[config.mk]
export PLATFORM = sky130hd
export DESIGN_NAME = lcd_reader
export DESIGN_NICKNAME = d
export VERILOG_FILES = /design/src/rtl/lcd_pkg.sv /design/src/rtl/lcd_e_strobe.sv /design/src/rtl/lcd_reader.sv
export SDC_FILE = /design/constraint.sdc
export NUM_CORES = 1
export LEC_CHECK = 0
export CORE_UTILIZATION = 57
export CTS_CLUSTER_DIAMETER = 150
export DETAILED_ROUTE_END_ITERATION = 7
export PLACE_DENSITY = 0.82
export REMOVE_ABC_BUFFERS = 1
export SLEW_MARGIN = 15
export SYNTH_ARGS = -nofsm -noshare
export SYNTH_HDL_FRONTEND = slang
export SYNTH_SLANG_ARGS = --single-unit
[constraint.sdc]
create_clock -name CLK -period 3.6 [get_ports CLK]
set_input_delay 0.72 -clock CLK [delete_from_list [all_inputs] [get_ports CLK]]
set_output_delay 0.72 -clock CLK [all_outputs]
set_load 0.01 [all_outputs]
[src/rtl/lcd_pkg.sv]
// Shared definitions for the HD44780 4-bit read path: timing defaults,
// FSM state encodings and the busy-flag bit position.
package lcd_pkg;

  localparam int T_AS = 3;
  localparam int T_PW = 13;
  localparam int T_EL = 13;

  localparam logic [15:0] POLL_MAX_DEFAULT = 16'd50000;

  localparam int LCD_BF_BIT = 7;

  typedef enum logic [2:0] {
    IDLE,
    SETUP,
    E_HI1,
    E_LO1,
    E_HI2,
    E_LO2,
    CHECK
  } lcd_rd_state_t;

  typedef enum logic [1:0] {
    PH_IDLE,
    PH_SETUP,
    PH_HI,
    PH_LO
  } lcd_strobe_phase_t;

  function automatic int maxOf3(input int a, input int b, input int c);
    int m;
    m = (a > b) ? a : b;
    return (m > c) ? m : c;
  endfunction

endpackage

[src/rtl/lcd_e_strobe.sv]
// One optional-setup / E-high / E-low sequence on a single shared down-counter.
// A start during the last E-low cycle chains straight into the next E-high.
module lcd_e_strobe
  import lcd_pkg::*;
#(
  parameter int T_AS = lcd_pkg::T_AS,
  parameter int T_PW = lcd_pkg::T_PW,
  parameter int T_EL = lcd_pkg::T_EL
) (
  input  logic CLK,
  input  logic reset,
  input  logic start_i,
  input  logic setup_i,
  output logic lcd_e_o,
  output logic setupDone_o,
  output logic sample_o,
  output logic done_o
);

  localparam int CNT_MAX = maxOf3(T_AS, T_PW, T_EL);
  localparam int CNT_W   = (CNT_MAX > 1) ? $clog2(CNT_MAX) : 1;

  localparam logic [CNT_W-1:0] LD_AS = CNT_W'(T_AS - 1);
  localparam logic [CNT_W-1:0] LD_PW = CNT_W'(T_PW - 1);
  localparam logic [CNT_W-1:0] LD_EL = CNT_W'(T_EL - 1);
  localparam logic [CNT_W-1:0] ONE   = CNT_W'(1);

  lcd_strobe_phase_t phase_q;
  logic [CNT_W-1:0]  cnt_q;
  logic              e_q;

  lcd_strobe_phase_t loadPhase_d;
  logic [CNT_W-1:0]  loadCnt_d;
  logic              loadE_d;
  logic              last;

  assign last = (cnt_q == '0);

  always_comb begin
    loadPhase_d = PH_HI;
    loadCnt_d   = LD_PW;
    loadE_d     = 1'b1;
    if (setup_i) begin
      loadPhase_d = PH_SETUP;
      loadCnt_d   = LD_AS;
      loadE_d     = 1'b0;
    end
  end

  always_ff @(posedge CLK) begin
    if (reset) begin
      phase_q <= PH_IDLE;
      cnt_q   <= '0;
      e_q     <= 1'b0;
    end else begin
      case (phase_q)
        PH_IDLE: begin
          if (start_i) begin
            phase_q <= loadPhase_d;
            cnt_q   <= loadCnt_d;
            e_q     <= loadE_d;
          end
        end
        PH_SETUP: begin
          if (last) begin
            phase_q <= PH_HI;
            cnt_q   <= LD_PW;
            e_q     <= 1'b1;
          end else begin
            cnt_q <= cnt_q - ONE;
          end
        end
        PH_HI: begin
          if (last) begin
            phase_q <= PH_LO;
            cnt_q   <= LD_EL;
            e_q     <= 1'b0;
          end else begin
            cnt_q <= cnt_q - ONE;
          end
        end
        PH_LO: begin
          if (last) begin
            if (start_i) begin
              phase_q <= loadPhase_d;
              cnt_q   <= loadCnt_d;
              e_q     <= loadE_d;
            end else begin
              phase_q <= PH_IDLE;
            end
          end else begin
            cnt_q <= cnt_q - ONE;
          end
        end
      endcase
    end
  end

  assign lcd_e_o     = e_q;
  assign setupDone_o = (phase_q == PH_SETUP) && last;
  assign sample_o    = (phase_q == PH_HI) && last;
  assign done_o      = (phase_q == PH_LO) && last;

endmodule

[src/rtl/lcd_reader.sv]
// HD44780 4-bit read engine: single register/RAM reads and busy-flag polling
// with a bounded retry count. Never drives the data pins.
module lcd_reader
  import lcd_pkg::*;
#(
  parameter int          T_AS     = lcd_pkg::T_AS,
  parameter int          T_PW     = lcd_pkg::T_PW,
  parameter int          T_EL     = lcd_pkg::T_EL,
  parameter logic [15:0] POLL_MAX = lcd_pkg::POLL_MAX_DEFAULT
) (
  input  logic       CLK,
  input  logic       reset,
  input  logic       req_read,
  input  logic       req_rs,
  input  logic       req_poll,
  output logic       ready,
  output logic       rd_valid,
  output logic [7:0] rd_data,
  output logic       busy_timeout,
  output logic       LCD_E,
  output logic       LCD_RS,
  output logic       LCD_RW,
  input  logic [3:0] LCD_D_in
);

  lcd_rd_state_t state_q;
  logic          pollMode_q;
  logic [15:0]   pollCnt_q;
  logic [7:0]    shadow_q;
  logic [7:0]    rdData_q;
  logic          rdValid_q;
  logic          busyTimeout_q;
  logic          ready_q;
  logic          rs_q;
  logic          rw_q;

  logic          strobeStart_d;
  logic          strobeSetup_d;
  logic          retry_d;
  logic [16:0]   pollNext_d;
  logic          setupDone;
  logic          sample;
  logic          done;

  lcd_e_strobe #(
    .T_AS(T_AS),
    .T_PW(T_PW),
    .T_EL(T_EL)
  ) u_strobe (
    .CLK        (CLK),
    .reset      (reset),
    .start_i    (strobeStart_d),
    .setup_i    (strobeSetup_d),
    .lcd_e_o    (LCD_E),
    .setupDone_o(setupDone),
    .sample_o   (sample),
    .done_o     (done)
  );

  // The count is the number of status reads already finished, so POLL_MAX reads happen in total.
  assign pollNext_d = {1'b0, pollCnt_q} + 17'd1;
  assign retry_d    = pollMode_q && shadow_q[LCD_BF_BIT] && (pollNext_d < {1'b0, POLL_MAX});

  always_comb begin
    strobeStart_d = 1'b0;
    strobeSetup_d = 1'b1;
    case (state_q)
      IDLE:    strobeStart_d = req_poll || req_read;
      E_LO1: begin
        strobeStart_d = done;
        strobeSetup_d = 1'b0;
      end
      CHECK:   strobeStart_d = retry_d;
      default: strobeStart_d = 1'b0;
    endcase
  end

  always_ff @(posedge CLK) begin
    if (reset) begin
      state_q       <= IDLE;
      pollMode_q    <= 1'b0;
      pollCnt_q     <= '0;
      shadow_q      <= '0;
      rdData_q      <= '0;
      rdValid_q     <= 1'b0;
      busyTimeout_q <= 1'b0;
      ready_q       <= 1'b1;
      rs_q          <= 1'b0;
      rw_q          <= 1'b0;
    end else begin
      rdValid_q     <= 1'b0;
      busyTimeout_q <= 1'b0;
      case (state_q)
        IDLE: begin
          if (req_poll || req_read) begin
            pollMode_q <= req_poll;
            rs_q       <= req_poll ? 1'b0 : req_rs;
            pollCnt_q  <= '0;
            ready_q    <= 1'b0;
            rw_q       <= 1'b1;
            state_q    <= SETUP;
          end
        end
        SETUP: if (setupDone) state_q <= E_HI1;
        E_HI1: begin
          if (sample) begin
            shadow_q[7:4] <= LCD_D_in;
            state_q       <= E_LO1;
          end
        end
        E_LO1: if (done) state_q <= E_HI2;
        E_HI2: begin
          if (sample) begin
            shadow_q[3:0] <= LCD_D_in;
            state_q       <= E_LO2;
          end
        end
        E_LO2: if (done) state_q <= CHECK;
        CHECK: begin
          if (retry_d) begin
            pollCnt_q <= pollNext_d[15:0];
            state_q   <= SETUP;
          end else begin
            rdData_q <= shadow_q;
            if (pollMode_q && shadow_q[LCD_BF_BIT]) begin
              busyTimeout_q <= 1'b1;
            end else begin
              rdValid_q <= 1'b1;
            end
            ready_q <= 1'b1;
            rw_q    <= 1'b0;
            state_q <= IDLE;
          end
        end
        default: state_q <= IDLE;
      endcase
    end
  end

  assign ready        = ready_q;
  assign rd_valid     = rdValid_q;
  assign rd_data      = rdData_q;
  assign busy_timeout = busyTimeout_q;
  assign LCD_RS       = rs_q;
  assign LCD_RW       = rw_q;

endmodule

Yosys cells after proc, flatten, opt, wreduce, memory -nomap -nowiden. Index checks and enable logic that the tools add are counted.

Bits in registers: 48. Bits of input ports: 9. Output and inout port bits: 14. Word-level logic and storage cells: 100.

Add/subtract/negate cells: 2. Magnitude comparators: 1. Equal/unequal tests: 21. Multiplexer cells: 39. Bitwise logic cells: 2. Reduce and logical (&&, ||, !) cells: 21.

Operators by type and width (count): $mux W16 (2); $pmux W16 S2 (1); $pmux W3 S7 (1); $mux W3 (6); $ne A2 B2 Y1 const B (9); $add A16 B1 Y17 const B (1); $lt A17 B16 Y1 const B (1); $mux W4 (4); $mux W1 (13); $mux W2 (6); $pmux W4 S3 (1); $eq A3 B3 Y1 const B (3); $reduce_and A3 Y1 (3); $pmux W2 S4 (1); $reduce_and A2 Y1 (4); $eq A3 B2 Y1 const B (2); $ne A2 B1 Y1 const B (3); $reduce_and A6 Y1 (1); $logic_and A1 B1 Y1 (5); $eq A2 B2 Y1 const B (2); $logic_not A4 Y1 (1); $pmux W1 S2 (2); $pmux W1 S4 (1); $reduce_and A4 Y1 (1); 11 further kinds (12).

Depth between registers and ports, before layout.
Depth after elaboration: 7. Mapped depth: 11.

By module. Synthesis repeated with hierarchy kept, for this count alone.

Cells, all modules: 332. Area, all modules: 2777.7 um2.

By module, submodules not included: lcd_reader (instances 1, cells each 271, area each 2258.4 um2, sequential area each 820.8 um2); lcd_e_strobe (instances 1, cells each 61, area each 519.2 um2, sequential area each 140.1 um2).

Least setup slack after synthesis. No wires, ideal clock.

Kind: register to register. Start: register pollCnt_q[0]. End: register u_strobe.e_q, in the netlist u_strobe.lcd_e_o. Data arrival time: 2502 ps. Setup slack: 974 ps. Stages on the path, launching flop included: 11. Buffers on the path: 1. Period minus slack after synthesis: 2626 ps. Cell sequence: dfxtp_1 ha_1 nand3_1 nor3_2 mux2i_1 a21oi_1 o41ai_4 a21oi_2 buf_2 a31oi_1 mux2_1.

Longest elaborated chain between the ends: 7.

RTL lines: start: declaration (RTL line lcd_reader.sv:28) `logic [15:0] pollCnt_q;`; start signal: assignment (RTL line lcd_reader.sv:121) `pollCnt_q <= pollNext_d[15:0];`; $add A16 B1 Y17 * (RTL line lcd_reader.sv:61) `assign pollNext_d = {1'b0, pollCnt_q} + 17'd1;`; $lt A17 B16 Y1 * (RTL line lcd_reader.sv:62) `assign retry_d = pollMode_q && shadow_q[LCD_BF_BIT] && (pollNext_d < {1'b0, POLL_MAX});`; $logic_and A1 B1 Y1 * (RTL line lcd_reader.sv:62); $pmux W1 S3 * (RTL line lcd_reader.sv:67) `case (state_q)`; $mux W1 *; $mux W1; $pmux W1 S4 *; end signal: assignment (RTL line lcd_e_strobe.sv:61) `e_q <= loadE_d;`; end signal: assignment (RTL line lcd_e_strobe.sv:87) `e_q <= loadE_d;`; end: declaration (RTL line lcd_e_strobe.sv:30) `logic e_q;`.

Every way passes the cells marked *; elsewhere a longest branch is shown, timed or not. The select of a mux whose other input is x is not followed. A chain may end at the register's enable or synchronous reset.

Worst setup path after layout.
Start: register pollCnt_q[0]. End: register pollCnt_q[13].

Longest elaborated chain between the ends: 5.

RTL lines (RTL line): $add A16 B1 Y17 * (lcd_reader.sv:61); $lt A17 B16 Y1 (lcd_reader.sv:62); $logic_and A1 B1 Y1 (lcd_reader.sv:62); $ne A2 B2 Y1 (no line); $reduce_and A3 Y1 (no line).

Marks and branches as above.

==> flow_metrics.py <==
metrics = {
    "synthesis": {
        "synth.ff_latch_count": 48,
        "yosys_warnings": 0,
        "yosys.cell_count.top_type": "dfxtp_1",
        "synth_ff_type": "dfxtp_1",
        "ys_seq_area_share_pct": 36.3,
        "syn_avg_cell_area_um2": 8.12,
        "syn_area_mm2": 0.00265,
        "syn_inst": 326,
        "synth_top_area_share_pct": 36.3,
        "synth_area_leaders": "dfxtp_1 36%, mux2i_1 7.6%, nor2_1 6.4%, a21oi_1 5.9%, nand2_1 3.5%",
        "asyncSetResetFlopFracSynth_pct": 0,
        "synth_common_cells": "48 x dfxtp_1, 45 x nor2_1, 31 x a21oi_1",
        "synth_cell_types": 51,
        "synth_area_leader_cell": "dfxtp_1",
        "synth_edf_count": 0,
    },
    "floorplan": {
        "dieWidth_um": 70.2,
        "num_rows": 24,
        "dieArea_mm2": 0.00492,
        "dieHeight_um": 70.2,
        "placeableCoreArea_mm2": 0.00441,
        "start_util_pct": 60.0,
        "ios": 23,
    },
    "hold_path": {
        "hold_path.startpoint": "LCD_RS",
        "worstHoldPathType": "reg2reg",
        "hold_depth": 2,
        "hold-path-endpoint": "LCD_RS",
    },
    "cts": {
        "cts-root-buf": "clkbuf_8",
        "ctsHoldBuffers": 0,
        "clock_latency_ps": 310,
        "cts_setup_buffers": 0,
        "cts_tree": "built",
        "cts.repair.resized": 0,
        "clock_path_buffers": 2,
        "cts.sinks": 48,
        "cts_inserted_buffers": 5,
        "cts_max_level": 2,
        "path_clk_slew_ps": 90,
    },
    "worst_setup_path": {
        "r2r_setup_slack_ps": 500,
        "cp-startpoint": "pollCnt_q[0]",
        "rr_startpoint": "pollCnt_q[0]",
        "start_kind": "register",
        "path_cells": "ha_1 -> nand3_1 -> nor3_2 -> mux2i_1 -> a21oi_1 -> o41ai_4 -> a21oi_2 -> or4_1 -> a21oi_1",
        "cp_slowest_cell": "o41ai_4",
        "cp_slowest_stage_delay_ps": 590,
        "crit_top_cell": "a21oi_1",
        "cp.required_ps": 3830,
        "endpoint_kind": "register",
        "ff2ff_path_depth": 9,
        "critPathArrivalTime_ps": 3330,
        "r2r-end": "pollCnt_q[13]",
        "critical_path_class": "reg2reg",
        "crit_fanout": 10,
    },
    "drt": {
        "drtIter0Drc": 176,
        "dr.pass1.iters": 5,
        "wl_mm": 5.79,
        "via_count": 2437,
        "avgViaCountPerCell": 6.26,
        "post_drt_wl_per_cell_um": 14.9,
        "route.detailed.drc": 0,
        "detail-route-antenna-nets": 0,
    },
    "place": {
        "portBuffers": 22,
        "placed_cells": 381,
        "place_congestion": 0.840,
        "dpl.hpwl_mm": 4.14,
    },
    "outcome": {
        "status": "complete, no violations",
    },
    "grt": {
        "grt_pass1_wl_mm": 10.3,
        "track_usage_pct": 25.5,
        "grt_pass1_vias": 2305,
        "grt_max_degree": 31,
        "antenna_found_initial": 0,
        "grt.overflow.total": 0,
    },
    "sta": {
        "finalSetupViolCount": 0,
        "final.period_utilization_pct": 86.2,
        "rsz0062_at_grt": "no",
        "whs_ps": 467,
        "setup_tns_ps": 0,
        "finClkSkew_ps": 9.03,
        "worst_pin_slew_ps": 787,
        "final-hold-violation-count": 0,
        "relSlewSlack_pct": 47.3,
        "period_minus_slack_ps": 3100,
        "final_max_slew_viol_count": 0,
        "max_freq_ghz": 0.322,
    },
    "power": {
        "cellPowerDensity_mw_per_mm2": 537,
        "power.leakage_nw": 1.12,
        "vdd_drop_max_mv": 0.311,
    },
    "cells_and_area": {
        "n_antenna_cell": 0,
        "final_cell_count_no_fill": 389,
        "nets": 352,
        "fillCellCount": 356,
        "multi_input_area_mm2": 0.00155,
        "regArea_um2": 961,
        "drive_gt1_share_pct": 7.42,
        "syn2layout_area_growth_pct": 11.5,
    },
    "job": {
        "max-cap-violations": 0,
    },
}
## sequential cells by signal, summed over array words and instances (netlist names)
name / cells
u_strobe.phase_q: 2
shadow_q: 8
ready: 1
rd_valid: 1
LCD_RW: 1
busy_timeout: 1
pollCnt_q: 16
u_strobe.cnt_q: 4
pollMode_q: 1
rd_data: 8
LCD_RS: 1
u_strobe.lcd_e_o: 1
state_q: 3
## worst max-delay path: cells and delay by family (launching register included)
family	cells	cell delay (ps)
adders and majority gates	1	290
and+or+nand+nor	3	910
DFF	1	430
muxes	1	240
AOI/OAI and AO/OA	4	1160
## where the power goes
part           switching (mW)  internal, mW
Sequential             0.0606         0.579
Clock                   0.187         0.209
Combinational           0.323         0.227
## logic make-up (layout without fill, tap and decap cells)
family / Yosys count / after routing / share of synthesized area (%)
xor+xnor: 1 / 1 / 0.331
mux: 22 / 22 / 8.41
simple gates: 142 / 142 / 27.7
buf+inv: 27 / 38 / 5.01
compound gates: 79 / 79 / 19.0
fa+ha+maj: 7 / 7 / 3.31
flops: 48 / 48 / 36.3
## cell type report
class	count	area share (%)
Clock inverter	3	1.61
Clock buffer	5	2.33
Inverter	5	0.636
Timing Repair Buffer	25	8.05
Sequential cell	48	32.5
Tap cell	52	2.20
Multi-Input combinational cell	251	52.6
## how the worst max path moves through the flow
stage,cells past startpoint,endpoint,slack (ps)
2_1_floorplan,9,pollCnt_q[13],860
3_3_place_gp,9,pollCnt_q[13],690
3_5_place_dp,9,rd_data[4],560
4_1_cts,9,pollCnt_q[13],510
5_1_grt,9,rd_data[5],180
6_report,9,pollCnt_q[13],500
## metrics by stage
step	utilization, %	instance area [um^2]	worst slack (ps)	power [mW]
after floorplan	-	2530	865	1.02
after global placement	64.3	2840	687	1.17
after detailed placement	64.3	2840	563	1.19
after CTS	66.9	2950	513	1.58
after global routing	66.9	2950	179	1.70
final	66.9	2950	497	1.59
## placed cells by master (no fill, tap or decap), types with 3 or more instances in the layout
cell and count:
nor2_1 45, clkbuf_8 5, a21oi_1 31, nand3_1 11, nand4_1 6, and2_1 5
a31oi_1 6, or3_1 9, or4_1 4, inv_1 5, o211ai_1 3, mux2i_1 20
nand2b_1 5, nand3b_1 4, nor3_1 10, o21ai_0 18, nand2_1 25, dfxtp_1 48
clkdlybuf4s50_1 21, buf_4 3, a211oi_1 3, ha_1 7
## routing by layer
layer	vias up	global-route usage [%]	wire length [um]
met5	-	0	0
met4	0	8.89	116
met3	12	4.18	272
met2	76	43.8	2870
met1	1160	32.1	2520
li1	1189	-	-
No activity file was read; power rests on OpenSTA's default activity.
